<file path="src/rtl/regfile_wb_arbiter.sv">
// regfile_wb_arbiter
//
// Shares the register file's single write port between two producers:
//   A - ALU/immediate write-back (latency-critical, normally has priority)
//   B - load/long-latency unit (bounded starvation, forced win after
//       STARVE_LIMIT consecutive denied cycles)
// At most one request is granted per cycle. The granted request is
// registered and presented to the register file in the following cycle.
// Writes to x0 consume the slot but keep Reg_Write_o low.
//
// Parameters:
//   DATA_WIDTH   write-data width
//   ADDR_WIDTH   register index width
//   STARVE_LIMIT consecutive denied cycles of B before B is forced (1..15)
//
// Ports:
//   clk, reset                     clock, synchronous active-high reset
//   a_valid_i/a_rd_i/a_data_i      requester A write request
//   a_ready_o                      A accepted this cycle
//   b_valid_i/b_rd_i/b_data_i      requester B write request
//   b_ready_o                      B accepted this cycle
//   Reg_Write_o                    register-file write enable (registered)
//   Write_Register_o               register-file write index (registered)
//   Write_Data_o                   register-file write data (registered)
//   b_forced_o                     arbiter is in the B_FORCED state
module regfile_wb_arbiter #(
    parameter int DATA_WIDTH   = 32,
    parameter int ADDR_WIDTH   = 5,
    parameter int STARVE_LIMIT = 4
) (
    input  logic                  clk,
    input  logic                  reset,
    input  logic                  a_valid_i,
    input  logic [ADDR_WIDTH-1:0] a_rd_i,
    input  logic [DATA_WIDTH-1:0] a_data_i,
    output logic                  a_ready_o,
    input  logic                  b_valid_i,
    input  logic [ADDR_WIDTH-1:0] b_rd_i,
    input  logic [DATA_WIDTH-1:0] b_data_i,
    output logic                  b_ready_o,
    output logic                  Reg_Write_o,
    output logic [ADDR_WIDTH-1:0] Write_Register_o,
    output logic [DATA_WIDTH-1:0] Write_Data_o,
    output logic                  b_forced_o
);

    typedef enum logic {
        A_PRIO   = 1'b0,
        B_FORCED = 1'b1
    } state_t;

    localparam logic [4:0] LIMIT = 5'(STARVE_LIMIT);

    state_t state_q, state_d;
    logic [3:0] starve_q, starve_d;
    logic [4:0] starve_inc;
    logic       a_hs, b_hs;

    logic                  reg_write_p1;
    logic [ADDR_WIDTH-1:0] write_register_p1;
    logic [DATA_WIDTH-1:0] write_data_p1;

    assign starve_inc = {1'b0, starve_q} + 5'd1;
    assign a_hs       = a_valid_i & a_ready_o;
    assign b_hs       = b_valid_i & b_ready_o;

    always_ff @(posedge clk) begin
        if (reset) begin
            state_q  <= A_PRIO;
            starve_q <= 4'd0;
        end else begin
            state_q  <= state_d;
            starve_q <= starve_d;
        end
    end

    // Grant decode and next-state. Ready depends only on valids and state;
    // reset blocks every handshake while it is held.
    always_comb begin
        a_ready_o = 1'b0;
        b_ready_o = 1'b0;
        state_d   = state_q;
        starve_d  = starve_q;
        if (!reset) begin
            case (state_q)
                A_PRIO: begin
                    a_ready_o = a_valid_i;
                    b_ready_o = b_valid_i & ~a_valid_i;
                end
                B_FORCED: begin
                    b_ready_o = b_valid_i;
                    a_ready_o = a_valid_i & ~b_valid_i;
                end
                default: ;
            endcase
        end

        case (state_q)
            A_PRIO: begin
                if (b_valid_i && !b_ready_o) begin
                    // The denied cycle that would bring the count to the
                    // limit hands the next cycle to B instead.
                    if (starve_inc == LIMIT) begin
                        state_d  = B_FORCED;
                        starve_d = 4'd0;
                    end else begin
                        starve_d = starve_inc[3:0];
                    end
                end else begin
                    starve_d = 4'd0;
                end
            end
            B_FORCED: begin
                starve_d = 4'd0;
                if (b_hs || !b_valid_i) begin
                    state_d = A_PRIO;
                end
            end
            default: begin
                state_d  = A_PRIO;
                starve_d = 4'd0;
            end
        endcase
    end

    // Write-back register stage: the granted request lands here and drives
    // the register file one cycle after the handshake.
    always_ff @(posedge clk) begin
        if (reset) begin
            reg_write_p1      <= 1'b0;
            write_register_p1 <= '0;
            write_data_p1     <= '0;
        end else if (a_hs) begin
            reg_write_p1      <= (a_rd_i != '0);
            write_register_p1 <= a_rd_i;
            write_data_p1     <= a_data_i;
        end else if (b_hs) begin
            reg_write_p1      <= (b_rd_i != '0);
            write_register_p1 <= b_rd_i;
            write_data_p1     <= b_data_i;
        end else begin
            reg_write_p1      <= 1'b0;
        end
    end

    // A write already registered when reset arrives is cancelled in the
    // reset cycle itself, so the register file never sees it.
    assign Reg_Write_o      = reg_write_p1 & ~reset;
    assign Write_Register_o = write_register_p1;
    assign Write_Data_o     = write_data_p1;
    assign b_forced_o       = (state_q == B_FORCED);

endmodule

</file>
<file path="config.mk">
export PLATFORM = sky130hd
export DESIGN_NAME = regfile_wb_arbiter
export DESIGN_NICKNAME = d
export VERILOG_FILES = /design/src/rtl/regfile_wb_arbiter.sv
export SDC_FILE = /design/constraint.sdc
export NUM_CORES = 1
export LEC_CHECK = 0
export ABC_CLOCK_PERIOD_IN_PS = 2200
export CAP_MARGIN = 20
export CORE_MARGIN = 3
export CORE_UTILIZATION = 38
export DETAILED_ROUTE_END_ITERATION = 7
export GPL_TIMING_DRIVEN = 0
export HOLD_SLACK_MARGIN = 0.06
export PLACE_DENSITY = 0.87
export SLEW_MARGIN = 40
export SYNTH_ARGS = -nofsm -noshare
export SYNTH_HDL_FRONTEND = slang
export SYNTH_SLANG_ARGS = --single-unit
</file>
<file path="constraint.sdc">
create_clock -name clk -period 2.2 [get_ports clk]
set_clock_uncertainty 0.05 [all_clocks]
set_input_delay 0.55 -clock clk [delete_from_list [all_inputs] [get_ports clk]]
set_output_delay 0.55 -clock clk [all_outputs]
set_load 0.005 [all_outputs]
</file>
==> results of run 1 <==
worst max-delay path, cell delays in order, from the launching register on:
cell	delay, ns
dfxtp_2	0.34
nand2b_4	0.16
and3b_1	0.18
buf_6	0.12
buf_6	0.13
dlygate4sd2_1	0.26
layout make-up:
cell class                      count  share of cell area [%]
Timing Repair Buffer              119                    38.2
Inverter                            1                   0.122
Sequential cell                    43                    28.0
Clock inverter                      3                   0.487
Buffer                             11                    2.88
Multi-Input combinational cell    101                    26.1
Tap cell                           50                    2.03
Clock buffer                        5                    2.23
layer usage:
| metal | GRT usage (%) | share of wire (%) | up-vias |
|---|---|---|---|
| met5 | 0 | 0 | - |
| met1 | 23.7 | 39 | 819 |
| met3 | 6.84 | 7.4 | 10 |
| li1 | - | - | 852 |
| met4 | 7.65 | 2.1 | 0 |
| met2 | 37.9 | 52 | 75 |
state kept, by name (all words and copies together), names as in the netlist:
signal / cells
b_forced_o: 1
Write_Data_o: 32
Write_Register_o: 5
reg_write_p1: 1
starve_q: 4
cell families (layout without fill, tap and decap cells):
kind of cell / Yosys count / in the layout / synth area share [%]
adders and majority gates: 1 / 1 / 0.722
xor gates and xnor gates: 1 / 1 / 0.506
AOI/OAI and AO/OA: 41 / 41 / 23.1
and+or+nand+nor: 57 / 57 / 20.6
muxes: 1 / 1 / 0.650
DFF: 43 / 43 / 49.7
buffers and inverters: 12 / 139 / 4.76
synthesized netlist by cell type, types with 2 or more instances:
library cell,n
a221o_1,35
a32oi_1,2
and2_1,35
and3b_1,2
buf_2,3
buf_6,4
clkbuf_1,3
dfxtp_1,43
nor2_1,4
nor2b_1,3
nor3_1,2
nor3b_1,2
nor4_1,2
power breakdown:
part	switching, mW	leakage (nW)	internal (mW)	total [mW]
Sequential	0.0237	0.356	0.831	0.854
Combinational	0.109	0.812	0.263	0.372
Clock	0.271	0.0477	0.217	0.489
per-stage QoR:
stage | total power, mW | setup TNS, ns | area, um2
2_1_floorplan | 0.967 | 0 | 1730
3_3_place_gp | 1.23 | -14.76 | 2970
3_5_place_dp | 1.24 | -16.47 | 2970
4_1_cts | 1.73 | 0 | 3080
5_1_grt | 1.79 | 0 | 3080
6_report | 1.71 | 0 | 3080
worst min-delay path by stage:
| stage | endpoint | slack [ns] | depth (start not counted) |
|---|---|---|---|
| after floorplan | starve_q[0] | 0.38 | 1 |
| after global placement | starve_q[0] | 0.40 | 1 |
| after detailed placement | starve_q[0] | 0.42 | 1 |
| after CTS | starve_q[0] | 0.44 | 1 |
| after global routing | starve_q[0] | 0.45 | 1 |
| final | starve_q[0] | 0.43 | 1 |
what timing repair did:
item / 4_1_cts / 5_1_grt
setup endpoints to repair: 33 / 0
setup buffers: 2 / 0
resized for setup: 18 / 0
hold buffers: 0 / 0
==> impl_metrics.toml, run 1 <==
[route]
firstDrtPassIters = 4
vias = 1756
vias_per_cell = 5.27
wl_per_cell_um = 17.1
ant_nets = 0
routed_wl_um = 5700
drt_iter0_drc = 80
drcViolationCount = 0

[cells_and_area]
final_layout_size_suffix_gt1_share_pct = 9.54
area_delta_synth_final_pct = 77.8
seqCellArea_um2 = 862
multi_input_comb_area_um2 = 803
final_common_cell = "clkdlybuf4s50_1"
final_util_pct = 73.3
diodes = 0
stdcell_count = 333
final_cell_mix = "113 x clkdlybuf4s50_1, 42 x dfxtp_1, 35 x and2_1, 35 x a221o_1, 6 x buf_6"
nFillCells = 326
fin_nets = 361

[floorplan]
rows = 23
dieArea_mm2 = 0.00541
start_util_pct = 41.2
core_mm2 = 0.00420
ios = 119
die_y_um = 73.5
die_w_um = 73.5

[timing]
tightest_slew_ns = 0.523
rsz0062_at_grt = "no"
slew_headroom_pct = 64.9
hold_viol = 0
fmax_mhz = 482
finalSetupViolCount = 0
layout_setup_ws_ns = 0.125
slew_viol_final = 0
hold_slack_ns = 0.425
min_period_over_period_pct = 94.3
period_needed_ns = 2.07

[grt]
grt_pass1_vias = 1792
grt.total_usage_pct = 21.4
grt_pass1_wl_um = 8730
gr-total-overflow = 0
antenna_found_initial = 0
grt_max_degree = 14

[worst_setup_path]
r2r-start = "b_forced_o"
cp-endpoint = "b_ready_o"
end_kind = "output pin"
crit_fanout = 10
rrSetupSlack_ns = 0.57
crit_type = "reg -> out"
cp-start-kind = "flop"
reg2reg_to = "Write_Data_o[11]"
arrival_ns = 1.47
r2r_cells = 6
worstPathRequired_ns = 1.60
startpoint = "b_forced_o"

[logic_synthesis]
ys_types = 29
synth_edf_count = 0
synth_top_area_share_pct = 49.7
yosys_register_bits = 43
synthFlopType = "dfxtp_1"
synth_nets = 235
yosysWarningCount = 0
syn_area_mm2 = 0.00173
syn_avg_cell_area_um2 = 11.1
synthCells = 156
synth_top_area_cell = "dfxtp_1"
ys_seq_area_share_pct = 49.7
synth_area_leaders = "dfxtp_1 50%, a221o_1 20%, and2_1 13%, buf_6 2.6%, nor2b_1 1.1%"
synthArstFlopShare_pct = 0

[cts]
clock_path_buffers = 2
clk_latency_ns = 0.29
htreeDepth = 2
ctsRootBufferMaster = "clkbuf_8"
clk_pin_slew_ns = 0.07
cts_sinks = 43
cts_tree = "built"
cts_buffers = 5

[run]
maxCapViolCount = 0

[placed_design]
io_buffers = 117
detailed_place_hpwl_um = 4430
place.gp.congestion = 0.746
pre_cts_ws_ns = -0.909
dp_cells = 323

[hold_path]
hold_class = "reg -> reg"
min_from = "starve_q[0]"

[power_and_ir_drop]
power_density_mw_per_mm2 = 557
p_leak_nw = 1.22
vdd_ir_drop_max_v = 0.000352

[run_status]
status = "complete, no violations"
(Power assumes the default switching activity.)
==> run 2, diff against run 1 <==
Settings changed: CORE_MARGIN 3 to not set.
==> run 2 against run 1 <==
Sequential power about the same; critical path type unchanged; maximum frequency decreased by 2.9%; highest routed layer unchanged; sequential share of layout area decreased by 0.25 points; non-clock buffer count increased by 1; hold slack improved by 0.0014 ns; core utilization decreased by 1.7 points; via count increased by 1.2%; worst setup slack got worse by 0.061 ns; final cell count increased by 0.60%; die area decreased by 11%; wire length decreased by 3.8%.
==> impl_metrics.toml, run 2 (synthesis gave the netlist of run 1 again) <==
[power_and_ir_drop]
vdd_ir_drop_max_v = 0.000357
p_leak_nw = 1.24
power_density_mw_per_mm2 = 558
power_mw = 1.74

[timing]
period_needed_ns = 2.14
tightest_slew_ns = 0.501
slew_viol_final = 0
hold_viol = 0
finalSetupViolCount = 0
hold_slack_ns = 0.427
min_period_over_period_pct = 97.1
fmax_mhz = 468
slew_headroom_pct = 66.4
layout_setup_ws_ns = 0.0639

[placed_design]
io_buffers = 117
pre_cts_ws_ns = -0.918
place.gp.congestion = 0.727
detailed_place_hpwl_um = 4090

[cts]
cts_tree = "built"
ctsRootBufferMaster = "clkbuf_8"
clk_pin_slew_ns = 0.07
cts_sinks = 43
htreeDepth = 2
clk_latency_ns = 0.29
cts_buffers = 5
clock_path_buffers = 2

[grt]
gr-total-overflow = 0
grt.total_usage_pct = 24.0
grt_pass1_wl_um = 9130
grt_pass1_vias = 1868
antenna_found_initial = 0
grt_max_degree = 18

[route]
wl_per_cell_um = 16.4
vias_per_cell = 5.30
drt_iter0_drc = 111
ant_nets = 0
firstDrtPassIters = 4
vias = 1777
drcViolationCount = 0
routed_wl_um = 5480

[run_status]
status = "complete, no violations"

[cells_and_area]
fin_nets = 362
diodes = 0
final_cell_mix = "114 x clkdlybuf4s50_1, 42 x dfxtp_1, 35 x and2_1, 35 x a221o_1"
final_layout_size_suffix_gt1_share_pct = 9.89
largest_reg_flops = 32
final_common_cell = "clkdlybuf4s50_1"
area_delta_synth_final_pct = 79.9

[floorplan]
core_mm2 = 0.00435
dieArea_mm2 = 0.00483
die_w_um = 69.5
die_y_um = 69.5
ios = 119
start_util_pct = 39.8
rows = 24

[hold_path]
min_from = "starve_q[0]"
hold_depth = 1
hold_class = "reg -> reg"
whs_endpoint = "starve_q[0]"

[worst_setup_path]
rrSetupSlack_ns = 0.53
cp_slowest_cell = "clkdlybuf4s50_1"
cpPeakStageDelay_ns = 0.48
worstPathRequired_ns = 1.60
cp-start-kind = "flop"
end_kind = "output pin"
r2r_cells = 6
arrival_ns = 1.54
crit_type = "reg -> out"
r2r-start = "b_forced_o"
crit_fanout = 3
reg2reg_to = "Write_Data_o[7]"
crit_chain = "nand2b_4, and3b_1, buf_6, clkdlybuf4s50_1"

[run]
maxCapViolCount = 0
==> run 2: cell types whose count changed in the layout (fill, tap and decap cells not counted), sizes merged <==
cell and delta:
clkinv -2, dlygate4sd2 -2, buf +1, clkbuf +1, clkdlybuf4s50 +1, dlymetal6s2s +1
==> run 2: stage by stage <==
step                utilization, %   TNS, ns  cell area (um2)  cells
finish                        71.6         0             3120    335
global placement              68.2    -15.77             2970    325
floorplan                        -         0             1730    156
CTS                           71.3         0             3100    334
global route                  71.6  -0.00301             3120    335
detailed placement            68.3     -8.38             2970    325
==> run 2: layout make-up <==
cell class              instances  area (um2)
clock inverters                 1        5.00
plain buffers                  10        77.6
clock buffers                   6        82.6
multi-input cells             101         818
fillers                       332        1240
flip-flops and latches         43         865
repair buffers                121        1200
well taps                      52        65.1
inverters                       1        3.75
==> run 2: worst max-delay path by stage <==
stage,startpoint,end,slack [ns],cells past startpoint
floorplan,b_valid_i,a_ready_o,0.33,5
global placement,a_valid_i,a_ready_o,-0.88,6
detailed placement,a_valid_i,a_ready_o,-0.92,6
CTS,b_forced_o,b_ready_o,0.01,4
global route,b_forced_o,b_ready_o,-0.003,4
finish,b_forced_o,b_ready_o,0.06,4
==> run 2: timing repair <==
action,4_1_cts,5_1_grt
hold buffers,0,0
buffers inserted,3,1
resized for setup,21,2
setup endpoints to repair,3,2
==> run 2: metal layers <==
layer	global-route usage [%]	share of wire [%]	vias up	wire (um)
li1	-	-	847	-
met1	28.2	40	826	2190
met2	41.1	51	88	2780
met3	6.54	6.9	16	376
met4	9.75	2.4	0	134
met5	0	0	-	0
==> run 2: critical path: cells and delay by family (launching register included) <==
kind	cells	cell delay, ns
flops	1	0.37
simple gates	2	0.30
buf+inv	2	0.58
==> run 2: report_power, final <==
group	total, mW	switching (mW)	internal [mW]
Combinational	0.378	0.111	0.267
Clock	0.507	0.261	0.246
Sequential	0.853	0.0236	0.830
Total	1.74	0.396	1.34
